[src/rtl/cipher_uart_tx.sv]
// -----------------------------------------------------------------------------
// cipher_uart_tx
//
// Serialises one 128-bit cipher block onto a UART line. The block goes out as
// 16 back-to-back frames, most-significant byte first, LSB first within each
// byte. A one-cycle done pulse marks the return to idle.
//
// Build option: define CIPHER_UART_PARITY_EN to insert an even-parity bit after
// d7 (8E1, 11 bits per frame). Without it the line format is 8N1.
//
// Parameters
//   CLKS_PER_BIT  clock cycles per UART bit (>= 2)
//
// Ports
//   clk           system clock, rising edge
//   rst_n         asynchronous active-low reset
//   cipher_valid  a block is offered on cipher_data
//   cipher_data   128-bit block to transmit
//   cipher_ready  block can be accepted (high only while idle)
//   tx            registered UART serial output, idles high
//   busy          a block is being transmitted
//   done          one-cycle pulse after the last stop bit of byte 15
//
// Handshake: a block transfers on a rising edge where cipher_valid and
// cipher_ready are both high. cipher_ready depends only on internal state,
// never on cipher_valid. An offer made while cipher_ready is low is dropped,
// not queued; the source must keep it valid until it sees the transfer.
// -----------------------------------------------------------------------------
module cipher_uart_tx #(
   parameter int CLKS_PER_BIT = 434
) (
   input  logic         clk,
   input  logic         rst_n,
   input  logic         cipher_valid,
   input  logic [127:0] cipher_data,
   output logic         cipher_ready,
   output logic         tx,
   output logic         busy,
   output logic         done
);

   localparam int              CNT_W    = (CLKS_PER_BIT > 1) ? $clog2(CLKS_PER_BIT) : 1;
   localparam logic [CNT_W-1:0] CNT_LAST = CNT_W'(CLKS_PER_BIT - 1);

`ifdef CIPHER_UART_PARITY_EN
   typedef enum logic [2:0] {S_IDLE, S_START, S_DATA, S_PARITY, S_STOP} state_t;
`else
   typedef enum logic [2:0] {S_IDLE, S_START, S_DATA, S_STOP} state_t;
`endif

   // state is kept as a plain named register so external checkers can bind to it
   state_t             state,    state_n;
   logic [127:0]       shreg,    shreg_n;
   logic [CNT_W-1:0]   baud_cnt, cnt_n;
   logic [2:0]         bit_idx,  bit_n;
   logic [3:0]         byte_idx, byte_n;
   logic               tx_n;
   logic               done_n;

   logic [7:0]         cur_byte;
   logic               bit_last;
   logic [2:0]         bit_nxt;

   // The byte on the wire is always the top byte; the register shifts left
   // by one byte at each frame boundary.
   assign cur_byte     = shreg[127:120];
   assign bit_last     = (baud_cnt == CNT_LAST);
   assign bit_nxt      = bit_idx + 3'd1;

   assign busy         = (state != S_IDLE);
   assign cipher_ready = (state == S_IDLE);

   always_ff @(posedge clk or negedge rst_n) begin
      if (!rst_n) begin
         state    <= S_IDLE;
         shreg    <= '0;
         baud_cnt <= '0;
         bit_idx  <= '0;
         byte_idx <= '0;
         tx       <= 1'b1;
         done     <= 1'b0;
      end else begin
         state    <= state_n;
         shreg    <= shreg_n;
         baud_cnt <= cnt_n;
         bit_idx  <= bit_n;
         byte_idx <= byte_n;
         tx       <= tx_n;
         done     <= done_n;
      end
   end

   // tx_n is the line level for the bit that starts at the coming edge, so tx
   // and state change on the same edge and each bit lasts CLKS_PER_BIT cycles.
   always_comb begin
      state_n = state;
      shreg_n = shreg;
      cnt_n   = baud_cnt + CNT_W'(1);
      bit_n   = bit_idx;
      byte_n  = byte_idx;
      tx_n    = tx;
      done_n  = 1'b0;

      case (state)
         S_IDLE: begin
            cnt_n = '0;
            tx_n  = 1'b1;
            if (cipher_valid) begin
               shreg_n = cipher_data;
               byte_n  = 4'd0;
               bit_n   = 3'd0;
               state_n = S_START;
               tx_n    = 1'b0;
            end
         end

         S_START: begin
            if (bit_last) begin
               cnt_n   = '0;
               bit_n   = 3'd0;
               state_n = S_DATA;
               tx_n    = cur_byte[0];
            end
         end

         S_DATA: begin
            if (bit_last) begin
               cnt_n = '0;
               if (bit_idx == 3'd7) begin
`ifdef CIPHER_UART_PARITY_EN
                  state_n = S_PARITY;
                  tx_n    = ^cur_byte;
`else
                  state_n = S_STOP;
                  tx_n    = 1'b1;
`endif
               end else begin
                  bit_n = bit_nxt;
                  tx_n  = cur_byte[bit_nxt];
               end
            end
         end

`ifdef CIPHER_UART_PARITY_EN
         S_PARITY: begin
            if (bit_last) begin
               cnt_n   = '0;
               state_n = S_STOP;
               tx_n    = 1'b1;
            end
         end
`endif

         S_STOP: begin
            if (bit_last) begin
               cnt_n = '0;
               if (byte_idx == 4'd15) begin
                  state_n = S_IDLE;
                  done_n  = 1'b1;
                  tx_n    = 1'b1;
               end else begin
                  byte_n  = byte_idx + 4'd1;
                  shreg_n = {shreg[119:0], 8'h00};
                  state_n = S_START;
                  tx_n    = 1'b0;
               end
            end
         end

         default: begin
            state_n = S_IDLE;
            cnt_n   = '0;
            tx_n    = 1'b1;
         end
      endcase
   end

endmodule
[config.mk]
export PLATFORM = sky130hd
export DESIGN_NAME = cipher_uart_tx
export DESIGN_NICKNAME = d
export VERILOG_FILES = /design/src/rtl/cipher_uart_tx.sv
export SDC_FILE = /design/constraint.sdc
export NUM_CORES = 1
export LEC_CHECK = 0
export BUFFER_PORTS_ARGS = -buffer_cell sky130_fd_sc_hd__buf_2
export CORE_MARGIN = 4
export CORE_UTILIZATION = 40
export CTS_CLUSTER_DIAMETER = 50
export DETAILED_ROUTE_END_ITERATION = 8
export GPL_ROUTABILITY_DRIVEN = 0
export PLACE_DENSITY = 0.59
export SYNTH_ARGS = -nofsm -noshare
export SYNTH_HDL_FRONTEND = slang
export SYNTH_SLANG_ARGS = --single-unit
[constraint.sdc]
create_clock -name clk -period 6.3 [get_ports clk]
set_clock_uncertainty 0.15 [all_clocks]
set_input_delay 0.945 -clock clk [delete_from_list [all_inputs] [get_ports clk]]
set_output_delay 0.945 -clock clk [all_outputs]
set_load 0.01 [all_outputs]
==> results of run 1 <==
worst paths after layout:
check	startpoint	end	cells past startpoint	slack (ns)
setup reg to reg	state[0]	shreg[74]	6	2.90
hold / removal	tx	tx	2	0.32
hold reg to reg	tx	tx	2	0.32
max in group asynchronous	rst_n	state[1]	2	4.30
min in group asynchronous	rst_n	shreg[113]	1	0.48
setup / recovery	state[0]	shreg[74]	6	2.90
layer usage:
metal / vias to the layer above / routed length (µm)
met1: 2629 / 8530
li1: 2466 / -
met5: - / 0
met4: 0 / 284
met3: 21 / 1220
met2: 207 / 7780
flip-flops by register name, summed over array words and instances, names as in the netlist:
signal / cells
tx: 1
shreg: 128
done: 1
state: 2
bit_idx: 3
byte_idx: 4
baud_cnt: 9
metrics by stage:
step                      hold WS (ns)  power (mW)  worst slack, ns  instances
after global routing             0.348        4.79             2.62        900
after CTS                        0.324        4.53             2.89        900
after floorplan                  0.315        2.94             4.04        564
after detailed placement         0.315        3.36             2.91        868
final                            0.322        4.49             2.90        900
after global placement           0.312        3.29             3.01        868
cell families (layout without fill, tap and decap cells):
family,after synthesis,after routing
flip-flops,148,148
XOR/XNOR,7,7
multiplexers,7,7
AO/OA/AOI/OAI,145,145
adder cells (fa/ha/maj),10,10
buffers and inverters,63,179
AND/OR/NAND/NOR,184,184
synthesized netlist by cell type, types with 2 or more instances:
master and number:
sky130_fd_sc_hd__buf_2 15, sky130_fd_sc_hd__buf_6 11, sky130_fd_sc_hd__a31oi_1 2, sky130_fd_sc_hd__nor2b_1 3
sky130_fd_sc_hd__and3_1 2, sky130_fd_sc_hd__nand4_1 5, sky130_fd_sc_hd__nand3_1 8, sky130_fd_sc_hd__clkbuf_1 29
sky130_fd_sc_hd__inv_1 7, sky130_fd_sc_hd__dfrtp_1 147, sky130_fd_sc_hd__a22o_1 9, sky130_fd_sc_hd__nand3b_1 2
sky130_fd_sc_hd__o221a_2 20, sky130_fd_sc_hd__o221a_1 100, sky130_fd_sc_hd__nor2_1 15, sky130_fd_sc_hd__o311ai_0 2
sky130_fd_sc_hd__mux2_2 3, sky130_fd_sc_hd__mux2i_1 3, sky130_fd_sc_hd__nand2b_1 2, sky130_fd_sc_hd__xnor2_1 4
sky130_fd_sc_hd__nor4_1 2, sky130_fd_sc_hd__nor3_1 7, sky130_fd_sc_hd__xor2_1 3, sky130_fd_sc_hd__nand2_1 10
sky130_fd_sc_hd__ha_1 10, sky130_fd_sc_hd__or3_1 121
power by group through the flow:
stage | clock, mW | sequential [mW] | combinational (mW)
floorplan | 0 | 1.60 | 1.34
finish | 1.15 | 1.71 | 1.64
global placement | 0 | 1.71 | 1.59
global route | 1.22 | 1.75 | 1.82
CTS | 1.17 | 1.71 | 1.66
detailed placement | 0 | 1.71 | 1.65
cell usage in the layout (no fill, tap or decap), types with 3 or more instances in the layout:
master	n
sky130_fd_sc_hd__a22o_1	9
sky130_fd_sc_hd__buf_2	133
sky130_fd_sc_hd__buf_4	6
sky130_fd_sc_hd__bufinv_16	5
sky130_fd_sc_hd__clkbuf_16	17
sky130_fd_sc_hd__clkbuf_8	6
sky130_fd_sc_hd__dfrtp_1	147
sky130_fd_sc_hd__ha_1	9
sky130_fd_sc_hd__inv_1	7
sky130_fd_sc_hd__mux2_2	3
sky130_fd_sc_hd__nand2_1	10
sky130_fd_sc_hd__nand3_1	8
sky130_fd_sc_hd__nand4_1	5
sky130_fd_sc_hd__nor2_1	15
sky130_fd_sc_hd__nor2b_1	3
sky130_fd_sc_hd__nor3_1	7
sky130_fd_sc_hd__o221a_1	100
sky130_fd_sc_hd__o221a_2	20
sky130_fd_sc_hd__or3_1	121
sky130_fd_sc_hd__xnor2_1	4
sky130_fd_sc_hd__xor2_1	3
worst max-delay path: cells and delay by family (launching register included):
family	cells	cell delay, ns
flip-flops	1	0.43
adder cells (fa/ha/maj)	1	0.17
AO/OA/AOI/OAI	1	0.37
AND/OR/NAND/NOR	2	0.82
buffers and inverters	2	1.27
cell type report:
type | instances | area share (%)
clock buffer | 24 | 6.12
clock inverter | 8 | 2.01
inverter | 7 | 0.314
multi-input combinational | 353 | 35.3
sequential | 148 | 44.3
tap | 220 | 3.29
timing repair buffer | 140 | 8.64
==> results.rst, run 1 <==
.. list-table::
   :header-rows: 1

   * - Metric
     - Value
   * - Final total negative setup slack
     - 0 ns
   * - Placed wire-length estimate
     - 11.2 mm
   * - Library cell contributing the largest single delay on the critical path
     - sky130_fd_sc_hd__buf_4
   * - Max Fclk
     - ~0.3 GHz
   * - DR WL/cell
     - 19.8 µm
   * - Worst endpoint data arrival time
     - 3.55 ns
   * - Final setup violation count
     - 0
   * - Die X-Extent
     - 140 µm
   * - Fraction of synthesized cell area taken by the top area cell type
     - 52.8%
   * - FF+latch count, synth
     - 148
   * - Routed Wire Length
     - 17.8 mm
   * - Multi-input logic area
     - 0.00295 mm²
   * - Type of the worst setup path
     - register to register
   * - Avg Synthesized Cell Area
     - 12.3 µm²
   * - Layout net count
     - 808
   * - Sequential-to-total area share from yosys stat
     - 53.2%
   * - Level count of the clock H-tree
     - 4
   * - Max-slew headroom
     - 25.7%
   * - Post-synthesis cell type count
     - 48
   * - Number of antenna violations at the first check in global routing
     - 0
   * - Critical path's most frequent cell
     - sky130_fd_sc_hd__buf_4
   * - Primary flip-flop cell chosen by synthesis mapping
     - sky130_fd_sc_hd__dfrtp_1
   * - Total number of placement rows
     - 47
   * - Instance area after placement
     - 0.00768 mm²
   * - Worst IR drop on VDD
     - 0.000334 V
   * - Total CTS buffers
     - 17
   * - DRT Pass-1 Iters
     - 5
   * - FILL cells
     - 1516
   * - Pin count of the biggest net entering global routing
     - roughly 130
   * - Remaining design rule violation count
     - 0
   * - Class of the tightest hold or removal check
     - register to register
   * - Netlist area before placement
     - 0.00696 mm²
   * - Clock tree from TritonCTS
     - done
   * - Via count of the routed design
     - 5323
   * - Total of warnings raised by yosys
     - 0
   * - Cell type with the highest aggregate area in the netlist
     - sky130_fd_sc_hd__dfrtp_1
   * - Post-Synth Simple-Gate Area
     - 15.6%
   * - Number of instances in the synthesized netlist
     - 564
   * - Number of global-route vias before repair
     - 5395
   * - Max-cap violations
     - 0
   * - Fin. Hold Viols
     - 0
   * - Switch Pwr
     - 1.48 mW
   * - Final critical-path share of the clock period
     - 53.9%
   * - Adder-cell share of the synthesized area
     - about 1.8%
   * - Unrepaired setup endpoints after global routing
     - false
   * - Proportion of register bits with asynchronous set or reset after synthesis
     - 100%
   * - First-pass GRT wire length
     - 29.2 mm
   * - Total count of max-transition violations in the final report
     - 0
   * - Worst Setup Start Kind
     - register
   * - Most area-consuming cells after synthesis
     - sky130_fd_sc_hd__dfrtp_1 53%, sky130_fd_sc_hd__o221a_1 16%, sky130_fd_sc_hd__or3_1 11%
   * - Share of post-route cells with drive strength above 1
     - 29.7%
   * - Clk Tree Root Cell
     - sky130_fd_sc_hd__clkbuf_16
   * - Compound-cell area share of the yosys netlist
     - 22.4%
   * - Busiest metal layer after global routing
     - met1
   * - Clk pin slew, worst setup/hold paths
     - 0.06 ns
   * - Layout Utilization
     - 49.7%
   * - Min cycle time layout
     - 3.40 ns
   * - Critical-path maximum fanout
     - 131
   * - Part of the total power dissipated in the clock network
     - 25.5%
   * - Parity-gate share of the synthesized area counting xor and xnor cells
     - less than 1%
   * - CP required
     - 6.45 ns
   * - Post-CTS repair timing setup buffer count
     - 0
   * - Clk buf depth
     - 2
   * - Number of top-level pins
     - 135
   * - Antenna cells
     - 0
   * - Count of buffers inserted at the top-level ports
     - 134
   * - Transition time of the tightest slew-check pin
     - 1.11 ns
   * - Combinational family with the most area after synthesis
     - compound AO/OA/AOI/OAI gates
   * - Delay of the slowest cell on the worst path
     - 0.81 ns
   * - Area inside the core boundary
     - 0.0168 mm²
   * - Area growth from synthesis to final layout
     - 20.1%
   * - Clock insertion delay at the later pin of the skew report
     - between 0.4 and 0.5 ns
   * - TritonCTS Sinks
     - 148
   * - Total global-route track usage
     - 18.3%
   * - Status
     - complete, no violations
   * - GRT overflow
     - 0
   * - Number of enable flip-flop cells after synthesis
     - 0
   * - Post-layout instance area
     - about 0.0084 mm²
   * - First-iteration detailed-routing DRC count
     - 470
   * - Vias per cell
     - 5.91
   * - Number of gates given a new drive strength after cts
     - 0
   * - Mux contribution to synthesized area
     - 1.24%
   * - Fraction of power spent switching nets
     - 33.0%
   * - Synth Net Count
     - ~700
   * - Comb power frac
     - 36.5%
   * - Sequential cell area
     - 0.00370 mm²
   * - Antenna Violating Nets Remaining
     - 0
   * - Worst-path cell chain
     - ha_4 -> buf_4 -> nand2_1 -> or3_4 -> buf_4 -> o221a_2
   * - Met1 usage
     - 27.6%
   * - Starting density of the core
     - 41.4%
   * - Leak
     - 3.40 nW
   * - Internal power consumption
     - 3.01 mW
   * - Met3 track utilization from global routing
     - under 10%
   * - Crit. End Element
     - register
   * - Seq pwr share
     - 38.0%
   * - Power density over the cells
     - 537 mW/mm²
   * - Die height
     - roughly 140 µm
   * - Die ar.
     - 0.0196 mm²
   * - M2 GR Usage
     - 25.4%
   * - CTS hold repair buffers
     - 0
No activity file was read; power rests on OpenSTA's default activity.
==> run 2: changes to the inputs <==
- clock period: 6.3 -> 3.4 ns (I/O delays scaled with it)
==> run 2 against run 1 <==
The run now ends with hold timing left. Sequential cell count unchanged. Via count down 0.53%. Clock power up 54%. Worst hold slack worse by 0.34 ns. Largest cell class unchanged. Largest power group unchanged.
==> results.rst, run 2 (synthesis gave the netlist of run 1 again) <==
.. list-table::
   :header-rows: 1

   * - Metric
     - Value
   * - Starting density of the core
     - 41.4% (unchanged)
   * - Die ar.
     - 0.0196 mm² (unchanged)
   * - CTS hold repair buffers
     - 0 (unchanged)
   * - Placed wire-length estimate
     - 11.4 mm (+1.8%)
   * - Clock tree from TritonCTS
     - done
   * - Count of buffers inserted at the top-level ports
     - 134 (unchanged)
   * - Internal power consumption
     - 5.27 mW (+75%)
   * - First-iteration detailed-routing DRC count
     - 395 (-16%)
   * - Critical-path maximum fanout
     - 101 (-23%)
   * - Most frequent cells in the layout
     - 147 x sky130_fd_sc_hd__dfrtp_1, 133 x sky130_fd_sc_hd__buf_2, 121 x sky130_fd_sc_hd__or3_1
   * - Cell class contributing the biggest share of worst-path delay
     - simple AND/OR/NAND/NOR gates
   * - Part of the total power dissipated in the clock network
     - 22.1% (-3.4 points)
   * - Clock insertion delay at the later pin of the skew report
     - 0.42 ns (about the same)
   * - Fin. Hold Viols
     - 38 (+38)
   * - Share of post-route cells with drive strength above 1
     - 29.9% (+0.16 points)
   * - DR WL/cell
     - 19.2 µm (-2.9%)
   * - Total count of max-transition violations in the final report
     - 0 (unchanged)
   * - Vias per cell
     - 5.86 (-0.97%)
   * - Fraction of power spent switching nets
     - 34.2% (+1.2 points)
   * - Smallest setup slack after layout
     - 0.458 ns (-2.45 ns)
   * - Failing checks
     - hold timing
   * - TritonCTS Sinks
     - 148 (unchanged)
   * - Post-CTS repair timing setup buffer count
     - 0 (unchanged)
   * - Max reg flops
     - 128 (unchanged)
   * - Crit. End Element
     - register
   * - Worst Setup Start Kind
     - register
   * - Die height
     - 140 µm (unchanged)
   * - Worst setup slack before clock tree synthesis
     - 0.499 ns (-2.41 ns)
   * - Clk pin slew, worst setup/hold paths
     - 0.06 ns (about the same)
   * - Switch Pwr
     - 2.73 mW (+85%)
   * - Number of gates given a new drive strength after cts
     - 0 (unchanged)
   * - Layout net count
     - 811 (+0.37%)
   * - Area inside the core boundary
     - 0.0168 mm² (unchanged)
   * - Total number of placement rows
     - 47 (unchanged)
   * - Final total negative setup slack
     - 0 ns (unchanged)
   * - Worst endpoint data arrival time
     - 3.14 ns (-0.41 ns)
   * - Commonest non-fill, non-tap cell in the layout
     - sky130_fd_sc_hd__dfrtp_1
   * - Number of antenna violations at the first check in global routing
     - 0 (unchanged)
   * - Area growth from synthesis to final layout
     - 19.3%
   * - Max Fclk
     - 0.340 GHz (+15%)
   * - CP required
     - 3.60 ns (-2.85 ns)
   * - Routed Wire Length
     - 17.4 mm (-2.5%)
   * - Delay of the slowest cell on the worst path
     - 0.90 ns (+0.09 ns)
   * - Post-layout total power
     - 8.00 mW (+78%)
   * - Worst-path cell chain
     - inv_1 -> ha_1 -> nor2b_1 -> or3_4 -> buf_4 -> o221a_1
   * - Antenna Violating Nets Remaining
     - 0 (unchanged)
   * - Min cycle time layout
     - 2.94 ns (-0.454 ns)
   * - Final critical-path share of the clock period
     - 86.5% (+33 points)
   * - Buffer and inverter count on the worst path
     - 2 (unchanged)
   * - Power density over the cells
     - 964 mW/mm² (+79%)
   * - Total CTS buffers
     - 17 (unchanged)
   * - Die X-Extent
     - 140 µm (unchanged)
   * - Class of the tightest hold or removal check
     - primary input to asynchronous set/reset pin
   * - Post-layout instance area
     - 0.00830 mm² (-0.70%)
   * - Largest registers in the final layout
     - shreg x128, baud_cnt x9, byte_idx x4
   * - Status
     - complete, but fails checks
   * - Max-slew headroom
     - 26.5% (+0.80 points)
   * - Leak
     - 3.36 nW (-1.1%)
   * - Library cell contributing the largest single delay on the critical path
     - sky130_fd_sc_hd__or3_4
   * - First-pass GRT wire length
     - 28.7 mm (-1.6%)
   * - Via count of the routed design
     - 5295 (-0.53%)
   * - Clk Tree Root Cell
     - sky130_fd_sc_hd__clkbuf_16
   * - Worst Hold Margin
     - -0.0202 ns (-0.343 ns)
   * - Clk buf depth
     - 2 (unchanged)
   * - Pin count of the biggest net entering global routing
     - 121 (-8.3%)
   * - Comb power frac
     - 38.4% (+1.9 points)
   * - Level count of the clock H-tree
     - 4 (unchanged)
   * - Number of global-route vias before repair
     - 5441 (+0.85%)
   * - Type of the worst setup path
     - register to register
   * - Unrepaired setup endpoints after global routing
     - false
   * - Largest register by flop count
     - shreg
   * - GRT overflow
     - 0 (unchanged)
   * - Worst IR drop on VDD
     - 0.000619 V (+86%)
   * - Total global-route track usage
     - 18.0% (-0.31 points)
   * - DRT Pass-1 Iters
     - 4 (-1)
   * - Seq pwr share
     - 39.5% (+1.5 points)
   * - Instance area after placement
     - 0.00773 mm² (+0.62%)
   * - Final setup violation count
     - 0 (unchanged)
   * - Number of top-level pins
     - 135 (unchanged)
   * - Transition time of the tightest slew-check pin
     - 1.10 ns (-0.0120 ns)
   * - Remaining design rule violation count
     - 0 (unchanged)
   * - Max-cap violations
     - 0 (unchanged)
run 2: worst paths after layout:
check	from	end	slack [ns]	depth (start not counted)
worst max-delay path	state[0]	shreg[9]	0.46	6
worst min-delay path	rst_n	shreg[120]	-0.02	1
worst max register to register	state[0]	shreg[9]	0.46	6
worst min register to register	tx	tx	0.32	2
max in group asynchronous	rst_n	shreg[59]	2.34	2
min in group clk	cipher_data[2]	shreg[2]	0.16	2
run 2: worst register-to-register path, stage by stage (launching register included):
cell,delay [ns]
sky130_fd_sc_hd__dfrtp_1,0.43
sky130_fd_sc_hd__inv_1,0.13
sky130_fd_sc_hd__ha_1,0.35
sky130_fd_sc_hd__nor2b_1,0.31
sky130_fd_sc_hd__or3_4,0.90
sky130_fd_sc_hd__buf_4,0.40
sky130_fd_sc_hd__o221a_1,0.21
run 2: layout make-up:
class | instances | area [µm²]
multi-input cells | 353 | 2950
diodes | 1 | 2.50
clock buffers | 26 | 529
clock inverters | 6 | 41.3
inverters | 7 | 26.3
fillers | 1522 | 8520
repair buffers | 143 | 769
well taps | 220 | 275
flip-flops and latches | 148 | 3700
run 2: power groups by stage:
stage	sequential, mW	combinational, mW	clock [mW]
global route	3.24	3.42	1.89
detailed placement	3.18	3.08	0
global placement	3.16	2.99	0
finish	3.16	3.07	1.77
CTS	3.16	3.10	1.81
floorplan	2.97	2.48	0
run 2: layer usage:
| layer | GRT usage, % | routed length (µm) | share of wire [%] | up-vias |
|---|---|---|---|---|
| met2 | 25.5 | 7620 | 44 | 193 |
| met3 | 4.91 | 1140 | 6.6 | 24 |
| met5 | 0 | 0 | 0 | - |
| met1 | 26.9 | 8280 | 48 | 2610 |
| met4 | 5.92 | 340 | 2.0 | 0 |
| li1 | - | - | - | 2468 |
run 2: per-stage QoR:
stage / hold WS [ns] / utilization [%] / std cells
5_1_grt: 0.0266 / 49.3 / 903
4_1_cts: 0.000144 / 49.3 / 903
3_3_place_gp: 0.314 / 46.0 / 871
6_report: -0.0202 / 49.4 / 904
2_1_floorplan: 0.0644 / - / 564
3_5_place_dp: 0.314 / 46.0 / 871
==> run 3: changes to the inputs <==
--- a/config.mk
+++ b/config.mk
@@ -9,3 +9,3 @@
 export CORE_MARGIN = 4
-export CORE_UTILIZATION = 40
+export CORE_UTILIZATION = 55
 export CTS_CLUSTER_DIAMETER = 50
@@ -13,3 +13,3 @@
 export GPL_ROUTABILITY_DRIVEN = 0
-export PLACE_DENSITY = 0.59
+export PLACE_DENSITY = 0.77
 export SYNTH_ARGS = -nofsm -noshare
==> constraint.sdc (replaced) <==
create_clock -name clk -period 3.4 [get_ports clk]
set_clock_uncertainty 0.15 [all_clocks]
set_input_delay 0.85 -clock clk [delete_from_list [all_inputs] [get_ports clk]]
set_output_delay 0.85 -clock clk [all_outputs]
set_load 0.01 [all_outputs]
==> run 3 against run 2 <==
First-iteration DRC count is 54% higher. Utilization is 19 points higher. The flow now finishes without violations. Design area is 0.38% higher.
==> results.rst, run 3 (synthesis gave the netlist of run 1 again) <==
.. list-table::
   :header-rows: 1

   * - Metric
     - Value
   * - Total number of placement rows
     - 40 (-15%)
   * - Pin count of the biggest net entering global routing
     - 119 (-1.7%)
   * - Library cell contributing the largest single delay on the critical path
     - sky130_fd_sc_hd__buf_4
   * - Max-cap violations
     - 0 (unchanged)
   * - Total CTS buffers
     - 17 (unchanged)
   * - Count of buffers inserted at the top-level ports
     - 134 (unchanged)
   * - Worst Hold Margin
     - 0.272 ns (+0.293 ns)
   * - Start point of the critical path
     - state[0]
   * - DRT Pass-1 Iters
     - 5 (+1)
   * - Die height
     - 120 µm (-14%)
   * - Clock tree from TritonCTS
     - done
   * - Leak
     - 3.42 nW (+1.6%)
   * - Multi-input logic area
     - 0.00295 mm² (unchanged)
   * - DR WL/cell
     - 20.0 µm (+4.3%)
   * - Total count of max-transition violations in the final report
     - 0 (unchanged)
   * - Max-slew headroom
     - 36.1% (+9.6 points)
   * - Number of global-route vias before repair
     - 5322 (-2.2%)
   * - Final critical-path share of the clock period
     - 84.0% (-2.6 points)
   * - Worst reg2reg startpoint
     - state[0]
   * - Die ar.
     - 0.0145 mm² (-26%)
   * - Instance area after placement
     - 0.00770 mm² (-0.32%)
   * - Post-CTS repair timing setup buffer count
     - 0 (unchanged)
   * - TritonCTS Sinks
     - 148 (unchanged)
   * - Worst reg-to-reg path cell count
     - 7 (+1)
   * - Logic depth of the worst path, buffers included
     - 7 (+1)
   * - Clk pin slew, worst setup/hold paths
     - 0.06 ns (about the same)
   * - Area inside the core boundary
     - 0.0122 mm² (-27%)
   * - GRT overflow
     - 0 (unchanged)
   * - Cell class contributing the biggest share of worst-path delay
     - buffers and inverters
   * - Sequential cell area
     - 0.00370 mm² (unchanged)
   * - Clock insertion delay at the later pin of the skew report
     - 0.42 ns (about the same)
   * - Status
     - complete, no violations
   * - FILL cells
     - 930 (-39%)
   * - Worst-path cell chain
     - inv_1 -> ha_1 -> mux2i_4 -> buf_4 -> buf_4 -> or3_1 -> o221a_1
   * - Largest register by flop count
     - shreg
   * - Post-layout instance area
     - 0.00833 mm² (+0.38%)
   * - Final total negative setup slack
     - 0 ns (unchanged)
   * - Largest registers in the final layout
     - shreg x128, baud_cnt x9, byte_idx x4
   * - First-iteration detailed-routing DRC count
     - 608 (+54%)
   * - Antenna Violating Nets Remaining
     - 0 (unchanged)
   * - Endpoint of the worst register-to-register path
     - shreg[20]
   * - Clk buf depth
     - 2 (unchanged)
   * - Worst IR drop on VDD
     - 0.000459 V (-26%)
   * - Critical-path maximum fanout
     - 66 (-35%)
   * - Routed Wire Length
     - 17.1 mm (-1.5%)
   * - Power density over the cells
     - 991 mW/mm² (+2.9%)
   * - Min cycle time layout
     - 2.85 ns (-0.0876 ns)
   * - Max reg flops
     - 128 (unchanged)
   * - Transition time of the tightest slew-check pin
     - 0.958 ns (-0.144 ns)
   * - Most frequent cells in the layout
     - 147 x sky130_fd_sc_hd__dfrtp_1, 133 x sky130_fd_sc_hd__buf_2, 121 x sky130_fd_sc_hd__or3_1
   * - Critical path capture point
     - shreg[20]
   * - Unrepaired setup endpoints after global routing
     - false
   * - Crit. End Element
     - register
   * - Vias per cell
     - 6.31 (+7.7%)
   * - Max Fclk
     - 0.350 GHz (+3.1%)
   * - Worst Setup Start Kind
     - register
   * - Layout net count
     - 813 (+0.25%)
   * - Share of post-route cells with drive strength above 1
     - 30.1% (+0.20 points)
   * - Clk Tree Root Cell
     - sky130_fd_sc_hd__clkbuf_16
   * - Buffer and inverter count on the worst path
     - 3 (+1)
   * - Level count of the clock H-tree
     - 4 (unchanged)
   * - Die X-Extent
     - 120 µm (-14%)
   * - Number of gates given a new drive strength after cts
     - 0 (unchanged)
   * - Critical path's most frequent cell
     - sky130_fd_sc_hd__buf_4
   * - Area growth from synthesis to final layout
     - 19.7%
   * - Remaining design rule violation count
     - 0 (unchanged)
   * - Delay of the slowest cell on the worst path
     - 0.51 ns (-0.39 ns)
   * - CP required
     - 3.60 ns (about the same)
   * - Number of antenna violations at the first check in global routing
     - 0 (unchanged)
   * - Total global-route track usage
     - 23.8% (+5.8 points)
   * - Commonest non-fill, non-tap cell in the layout
     - sky130_fd_sc_hd__dfrtp_1
   * - Starting density of the core
     - 57.0% (+16 points)
   * - Fin. Hold Viols
     - 0 (-100%)
   * - Final setup violation count
     - 0 (unchanged)
   * - Class of the tightest hold or removal check
     - primary input to asynchronous set/reset pin
   * - First-pass GRT wire length
     - 27.5 mm (-4.2%)
   * - CTS hold repair buffers
     - 0 (unchanged)
   * - Worst endpoint data arrival time
     - 3.06 ns (-0.08 ns)
   * - Type of the worst setup path
     - register to register
   * - FF-to-FF setup slack
     - 0.55 ns (+0.09 ns)
   * - Placed wire-length estimate
     - 11.0 mm (-3.8%)
   * - Number of top-level pins
     - 135 (unchanged)
   * - Via count of the routed design
     - 5386 (+1.7%)
## run 3: changes by cell type in the layout (fill, tap and decap cells not counted)
cell and delta:
sky130_fd_sc_hd__clkbuf_8 -4, sky130_fd_sc_hd__buf_12 +2, sky130_fd_sc_hd__clkinv_2 +3, sky130_fd_sc_hd__inv_6 -1, sky130_fd_sc_hd__bufinv_16 +4, sky130_fd_sc_hd__clkinvlp_4 -2
## run 3: how the worst min path moves through the flow
| stage | from | to | slack [ns] |
|---|---|---|---|
| final | rst_n | shreg[120] | 0.27 |
| after CTS | rst_n | state[1] | 0.31 |
| after detailed placement | tx | tx | 0.32 |
| after global placement | tx | tx | 0.31 |
| after floorplan | tx | tx | 0.31 |
| after global routing | rst_n | shreg[120] | 0.33 |
## run 3: stage by stage
step | worst slack [ns] | total power [mW] | util, % | cells
floorplan | 1.18 | 5.45 | - | 564
detailed placement | 0.614 | 6.27 | 63.1 | 821
global placement | 0.718 | 6.10 | 63.1 | 821
CTS | 0.580 | 8.30 | 68.2 | 853
finish | 0.546 | 8.26 | 68.2 | 854
global route | 0.346 | 8.76 | 68.2 | 853
## run 3: worst reg2reg max path, delay by kind of cell (launching register included)
kind | cells | cell delay [ns]
flops | 1 | 0.43
simple gates | 1 | 0.20
buf+inv | 3 | 1.13
mux | 1 | 0.33
compound gates | 1 | 0.18
fa+ha+maj | 1 | 0.35
## run 3: final cells by class
| cell class | instances | share of cell area [%] |
|---|---|---|
| multi-input cells | 353 | 35.4 |
| clock inverters | 10 | 1.83 |
| repair buffers | 145 | 9.71 |
| diodes | 1 | 0.0300 |
| well taps | 168 | 2.52 |
| clock buffers | 22 | 5.69 |
| inverters | 7 | 0.315 |
| flip-flops and latches | 148 | 44.5 |
## run 3: per-layer routing
metal	part of all wire, %	GRT usage (%)	routed length, µm
met3	6.6	5.94	1140
met2	49	36.7	8310
met1	44	33.6	7470
met5	0	0	0
met4	1.2	7.22	207
## run 3: power breakdown
part	switching, mW	leakage, nW	internal, mW	total (mW)
logic	1.50	1.42	1.61	3.11
registers	0.565	1.68	2.61	3.17
clock network	0.699	0.310	1.28	1.98
